--- config.mk ---
export PLATFORM = sky130hd
export DESIGN_NAME = rc4_decrypt_engine
export DESIGN_NICKNAME = d
export VERILOG_FILES = /design/src/rtl/rc4_decrypt_engine.sv
export SDC_FILE = /design/constraint.sdc
export NUM_CORES = 1
export LEC_CHECK = 0
export BUFFER_PORTS_ARGS = -buffer_cell sky130_fd_sc_hd__buf_2
export CORE_UTILIZATION = 40
export DETAILED_ROUTE_END_ITERATION = 6
export HOLD_SLACK_MARGIN = 0.08
export PLACE_DENSITY = 0.68
export RECOVER_POWER = 100
export SETUP_SLACK_MARGIN = 0.3
export SYNTH_ARGS = -nofsm -noshare
export SYNTH_HDL_FRONTEND = slang
export SYNTH_SLANG_ARGS = --single-unit
export TNS_END_PERCENT = 50
--- constraint.sdc ---
create_clock -name CLK_10Hz -period 5.48 [get_ports CLK_10Hz]
set_input_delay 0 -clock CLK_10Hz [delete_from_list [all_inputs] [get_ports CLK_10Hz]]
set_output_delay 0 -clock CLK_10Hz [all_outputs]
set_load 0.05 [all_outputs]
--- src/rtl/rc4_decrypt_engine.sv ---
// rc4_decrypt_engine: RC4 key schedule and keystream over external S-RAM,
// decrypting a ROM into a RAM and stopping early on non-plaintext bytes.
module rc4_decrypt_engine #(
  parameter int KEY_BYTES = 3,
  parameter int MSG_LEN   = 32,
  parameter int CHECK_EN  = 1
) (
  input  logic                   CLK_10Hz,
  input  logic                   reset,
  input  logic                   start,
  input  logic [8*KEY_BYTES-1:0] key,
  output logic                   busy,
  output logic                   done,
  output logic                   valid,
  output logic [7:0]             s_addr,
  output logic [7:0]             s_wdata,
  output logic                   s_wren,
  input  logic [7:0]             s_q,
  output logic [7:0]             e_addr,
  input  logic [7:0]             e_q,
  output logic [7:0]             d_addr,
  output logic [7:0]             d_wdata,
  output logic                   d_wren
);

  localparam logic [4:0] IDLE     = 5'd0;
  localparam logic [4:0] INIT     = 5'd1;
  localparam logic [4:0] KSA_RI   = 5'd2;
  localparam logic [4:0] KSA_RI_W = 5'd3;
  localparam logic [4:0] KSA_RJ   = 5'd4;
  localparam logic [4:0] KSA_RJ_W = 5'd5;
  localparam logic [4:0] KSA_WJ   = 5'd6;
  localparam logic [4:0] KSA_WI   = 5'd7;
  localparam logic [4:0] PR_RI    = 5'd8;
  localparam logic [4:0] PR_RI_W  = 5'd9;
  localparam logic [4:0] PR_RJ    = 5'd10;
  localparam logic [4:0] PR_RJ_W  = 5'd11;
  localparam logic [4:0] PR_WJ    = 5'd12;
  localparam logic [4:0] PR_WI    = 5'd13;
  localparam logic [4:0] PR_RF    = 5'd14;
  localparam logic [4:0] PR_RF_W  = 5'd15;
  localparam logic [4:0] PR_XOR   = 5'd16;
  localparam logic [4:0] PR_WD    = 5'd17;
  localparam logic [4:0] PR_FIN   = 5'd18;
  localparam logic [4:0] DONE     = 5'd19;

  localparam int         KW     = 8 * KEY_BYTES;
  localparam logic [7:0] K_LAST = 8'(MSG_LEN - 1);

  logic [4:0]    state;
  logic [7:0]    i, j, k, f, si, sj;
  logic [KW-1:0] key_r;
  logic [7:0]    kbyte, j_ksa, j_pr, i_nx, d_nx;
  logic          plain;

  // key_r rotates one byte per KSA step, so its top byte is key[i mod KEY_BYTES]
  assign kbyte = key_r[KW-1 -: 8];
  assign j_ksa = j + s_q + kbyte;
  assign j_pr  = j + s_q;
  assign i_nx  = i + 8'd1;
  assign d_nx  = e_q ^ f;
  assign plain = (d_nx >= 8'h61 && d_nx <= 8'h7A)
              || (d_nx == 8'h20);

  // Main sequencer: every memory read gets one wait state before q is used
  always_ff @(posedge CLK_10Hz or posedge reset) begin
    if (reset) begin
      state   <= IDLE;
      busy    <= 1'b0;
      done    <= 1'b0;
      valid   <= 1'b0;
      s_addr  <= '0;
      s_wdata <= '0;
      s_wren  <= 1'b0;
      e_addr  <= '0;
      d_addr  <= '0;
      d_wdata <= '0;
      d_wren  <= 1'b0;
      i       <= '0;
      j       <= '0;
      k       <= '0;
      f       <= '0;
      si      <= '0;
      sj      <= '0;
      key_r   <= '0;
    end else begin
      done <= 1'b0;
      case (state)
        IDLE, DONE: begin
          if (start) begin
            state   <= INIT;
            busy    <= 1'b1;
            valid   <= 1'b0;
            key_r   <= key;
            s_addr  <= 8'd0;
            s_wdata <= 8'd0;
            s_wren  <= 1'b1;
            i       <= 8'd1;
            j       <= 8'd0;
            k       <= 8'd0;
            f       <= 8'd0;
          end
        end
        INIT: begin
          if (i == 8'd0) begin
            s_wren <= 1'b0;
            state  <= KSA_RI;
          end else begin
            s_addr  <= i;
            s_wdata <= i;
            i       <= i_nx;
          end
        end
        KSA_RI: begin
          s_addr <= i;
          s_wren <= 1'b0;
          state  <= KSA_RI_W;
        end
        KSA_RI_W: state <= KSA_RJ;
        KSA_RJ: begin
          si     <= s_q;
          j      <= j_ksa;
          s_addr <= j_ksa;
          state  <= KSA_RJ_W;
        end
        KSA_RJ_W: state <= KSA_WJ;
        KSA_WJ: begin
          sj      <= s_q;
          s_addr  <= j;
          s_wdata <= si;
          s_wren  <= 1'b1;
          state   <= KSA_WI;
        end
        KSA_WI: begin
          s_addr  <= i;
          s_wdata <= sj;
          s_wren  <= 1'b1;
          key_r   <= (key_r << 8) | (key_r >> (KW - 8));
          i       <= i_nx;
          if (i == 8'hFF) begin
            j     <= 8'd0;
            state <= PR_RI;
          end else begin
            state <= KSA_RI;
          end
        end
        PR_RI: begin
          i      <= i_nx;
          s_addr <= i_nx;
          s_wren <= 1'b0;
          d_wren <= 1'b0;
          state  <= PR_RI_W;
        end
        PR_RI_W: state <= PR_RJ;
        PR_RJ: begin
          si     <= s_q;
          j      <= j_pr;
          s_addr <= j_pr;
          state  <= PR_RJ_W;
        end
        PR_RJ_W: state <= PR_WJ;
        PR_WJ: begin
          sj      <= s_q;
          s_addr  <= j;
          s_wdata <= si;
          s_wren  <= 1'b1;
          state   <= PR_WI;
        end
        PR_WI: begin
          s_addr  <= i;
          s_wdata <= sj;
          state   <= PR_RF;
        end
        PR_RF: begin
          s_addr <= si + sj;
          s_wren <= 1'b0;
          e_addr <= k;
          state  <= PR_RF_W;
        end
        PR_RF_W: state <= PR_XOR;
        PR_XOR: begin
          f      <= s_q;
          d_addr <= k;
          state  <= PR_WD;
        end
        PR_WD: begin
          if ((CHECK_EN != 0) && !plain) begin
            busy  <= 1'b0;
            done  <= 1'b1;
            valid <= 1'b0;
            state <= DONE;
          end else begin
            d_wdata <= d_nx;
            d_wren  <= 1'b1;
            k       <= k + 8'd1;
            state   <= (k == K_LAST) ? PR_FIN : PR_RI;
          end
        end
        PR_FIN: begin
          d_wren <= 1'b0;
          busy   <= 1'b0;
          done   <= 1'b1;
          valid  <= 1'b1;
          state  <= DONE;
        end
        default: state <= IDLE;
      endcase
    end
  end

endmodule

==> summary.txt <==
Placement
  • Routability cong.: 0.814
  • IO Port Bufs: 87
  • Placed Cells: 985
  • DP HPWL: 12,000 um
  • Pre-CTS setup slack: 2.13 ns

Critical path
  • Crit-path slowest cell: o311ai_1
  • Worst Path Arrival: 4.39 ns
  • CP endpoint kind: flip-flop
  • Cell family with most CP delay: compound AO/OA/AOI/OAI gates
  • Data required time of the worst path: 5.80 ns
  • Slowest cell delay on critical path: 1.63 ns
  • Most used cell, CP: and2_0
  • Max Fanout on Critical Path: 19
  • Crit path launch type: flip-flop
  • Cells along the critical path: nor3_1 > and2_0 > o311ai_1 > and2_0 > o21ai_0 > o31ai_1
  • Critical path type: flip-flop to flip-flop
  • Worst Path Buf+Inv: 0

Yosys
  • Syn Inst Count: 716
  • Synth Area per Inst: 9.62 sq um
  • Ys async rst share: 100%
  • Net Count, Synth: 786
  • Synthesized flop and latch total: 122
  • Synth Warn #: 0
  • Main synth FF type: dfrtp_1
  • Mapped Area: 6890 sq um
  • Seq/Total Area, Yosys: 44.3%
  • Synth cell types: 69
  • EDFF count, synth: 0

Run status
  • Status: complete, but fails checks
  • Failing checks: max-capacitance violations, max-slew violations

Timing
  • Worst Slack Setup Final: 1.40 ns
  • Worst-margin pin slew: 2.83 ns
  • Period minus WS final: 4.08 ns
  • Slew Limit Fails: 82
  • Final-report hold violation count: 0
  • Highest Clock Rate: 245 MHz
  • Max_slew headroom: -89.5%
  • Period utilization: 74.4%
  • Final setup TNS: 0 ns
  • RSZ-0062 raised after global routing: no
  • Final Skew: 0.00732 ns
  • Final setup violation count: 0

Flow run
  • Number of max-cap violations: 2

Routing
  • Post-Route WL: 17,700 um
  • Detailed Route Iter0 Violations: 544
  • Final ANT Viol Nets: 0
  • Vias per inst: 5.52
  • WL/cell: 16.7 um
  • TritonRoute pass-1 iters: 5
  • Residual DRC: 0
  • Via Count: 5,832

CTS
  • H-tree levels: 4
  • TritonCTS buffer count: 17
  • Postcts setup bufs: 0
  • Post-cts sizing count: 0
  • CTS clk-pin slew, worst paths: 0.06 ns
  • Clock tree root driver cell: clkbuf_16
  • CTS max path bufs: 2
  • CTS tree: built
  • Clk Latency, worst-skew pair: 0.43 ns
  • Clock Sinks: 122

Floorplan
  • Row count: 47
  • Die Width: 133 um
  • Starting density of the core: 41.2%
  • Core footprint: 16,700 sq um
  • Die H: 133 um
  • I/O pin count: 88
  • Die area: 17,700 sq um

Global route
  • Overall global routing resource usage: 20.9%
  • Number of global-route vias before repair: 5,721
  • Initial antenna violation count: 0
  • First-pass GRT wire length: 28,900 um
  • Gr ovfl total: 0
  • Largest net degree at the start of global routing: 65

Final layout
  • Area of the multi-input gates: 3510 sq um
  • Synth-to-Final Area Change: 20.9%
  • Finished Core Util: 49.9%
  • Antenna cells: 0
  • Nets: 894
  • Final std cells w/o fill: 1,057
  • Reg area: 3050 sq um
  • Fraction of layout cells with a size suffix above 1: 13.5%
  • Layout fillers: 1,633

Worst hold path
  • Hold Path Class: input pin to flip-flop

Power
  • Leakage power total: 3.86 nW
  • PD cells: 594 nW/um^2
  • Peak VDD IR: 0.343 mV
  • PnR Total Power: 4.95 mW
## flip-flops by register name, summed over array words and instances, names as in the netlist, 5 cells and up
signal	cells
d_wdata	8
k	8
j	8
sj	8
i	8
s_wdata	8
key_r	24
si	8
s_addr	8
d_addr	8
state	5
f	8
e_addr	8
## timing repair
action / in CTS / in global routing
setup endpoints to repair: 0 / 0
endpoints found under the hold margin: 118 / 0
hold buffers: 40 / 0
## routing by layer
layer	vias to the layer above	part of all wire [%]	global-route usage, %	wire length (um)
met5	-	0	0	0
met4	0	2.5	8.78	441
met3	35	5.7	4.68	1010
met2	202	46	33.8	8190
met1	2805	45	27.2	8030
li1	2790	-	-	-
## Yosys cell counts (all sizes together), types with 8 or more instances
cell type	count	area, sq um
clkbuf	13	48.8
o21ai	39	195
o31ai	8	65.1
and3	14	87.6
xor2	17	149
a22oi	9	67.6
nand2	112	420
dfrtp	122	3050
nor2	56	223
a21o	13	97.6
nand3	21	105
a222oi	10	100
xnor2	14	123
buf	27	146
ha	24	300
inv	18	67.6
a21oi	51	267
mux2i	26	260
mux2	24	270
## power breakdown
part / switching [mW] / internal (mW) / total (mW) / leakage (nW)
clock network: 0.418 / 0.760 / 1.18 / 0.301
logic: 1.36 / 0.948 / 2.30 / 2.01
registers: 0.279 / 1.18 / 1.46 / 1.55
## final timing paths
path                            cells past startpoint  slack, ns         end       start
min in group asynchronous                           3       0.92  d_wdata[7]       reset
worst min register to register                      1       0.47  d_wdata[5]  d_wdata[5]
worst min-delay path                                6       0.27    state[1]      e_q[5]
worst max-delay path                                6       1.40        i[6]    state[3]
worst max register to register                      6       1.40        i[6]    state[3]
max in group asynchronous                           4       2.17        i[6]       reset
## kinds of logic (layout without fill, tap and decap cells)
family	Yosys count	in the layout	share of synthesized area [%]
fa+ha+maj	28	28	5.38
xor+xnor	31	31	3.94
simple gates	253	253	17.4
buf+inv	59	180	3.94
mux	50	50	7.70
flops	122	122	44.3
compound gates	173	173	17.3
## layout by cell type (no fill, tap or decap), types with 4 or more instances in the layout
cell type / synthesis / layout
nand3_1: 21 / 21
clkbuf_1: 13 / 45
nor3b_1: 4 / 4
a222oi_1: 10 / 10
dlygate4sd3_1: 0 / 40
dfrtp_1: 122 / 122
mux2i_1: 26 / 26
and2_1: 6 / 4
o31ai_1: 7 / 8
clkbuf_8: 0 / 4
clkinv_2: 0 / 4
a22oi_1: 9 / 9
nor2_1: 53 / 55
nand4_1: 5 / 6
buf_2: 21 / 42
mux2_2: 24 / 24
or3_1: 4 / 4
o211ai_1: 5 / 5
xnor2_1: 14 / 14
inv_1: 18 / 17
nor3_1: 5 / 6
a21oi_1: 50 / 50
nor2b_1: 6 / 6
xor2_1: 17 / 17
ha_1: 24 / 24
nand2b_1: 5 / 5
a22o_1: 4 / 4
clkbuf_16: 0 / 17
and3_1: 14 / 14
nand2_1: 112 / 112
o21ai_0: 37 / 38
a21o_1: 13 / 13
## through the flow
stage / area (sq um) / hold WS, ns
floorplan: 6890 / 0.117
global placement: 7430 / 0.222
detailed placement: 7430 / 0.206
CTS: 8450 / 0.275
global route: 8330 / 0.301
finish: 8330 / 0.265
## worst reg2reg max path, cell delays in order (launching register included)
cell and delay, ns:
dfrtp_1 0.77, nor3_1 0.31, and2_0 0.51, o311ai_1 1.63, and2_0 0.51, o21ai_0 0.16, o31ai_1 0.09
## layout make-up
cell class / instances / share of cell area [%]
Multi-Input combinational cell: 535 / 42.1
Sequential cell: 122 / 36.7
Timing Repair Buffer: 130 / 9.60
Clock buffer: 21 / 5.77
Tap cell: 220 / 3.31
Clock inverter: 11 / 1.70
Inverter: 18 / 0.826
Power figures use the tool's default switching activity.
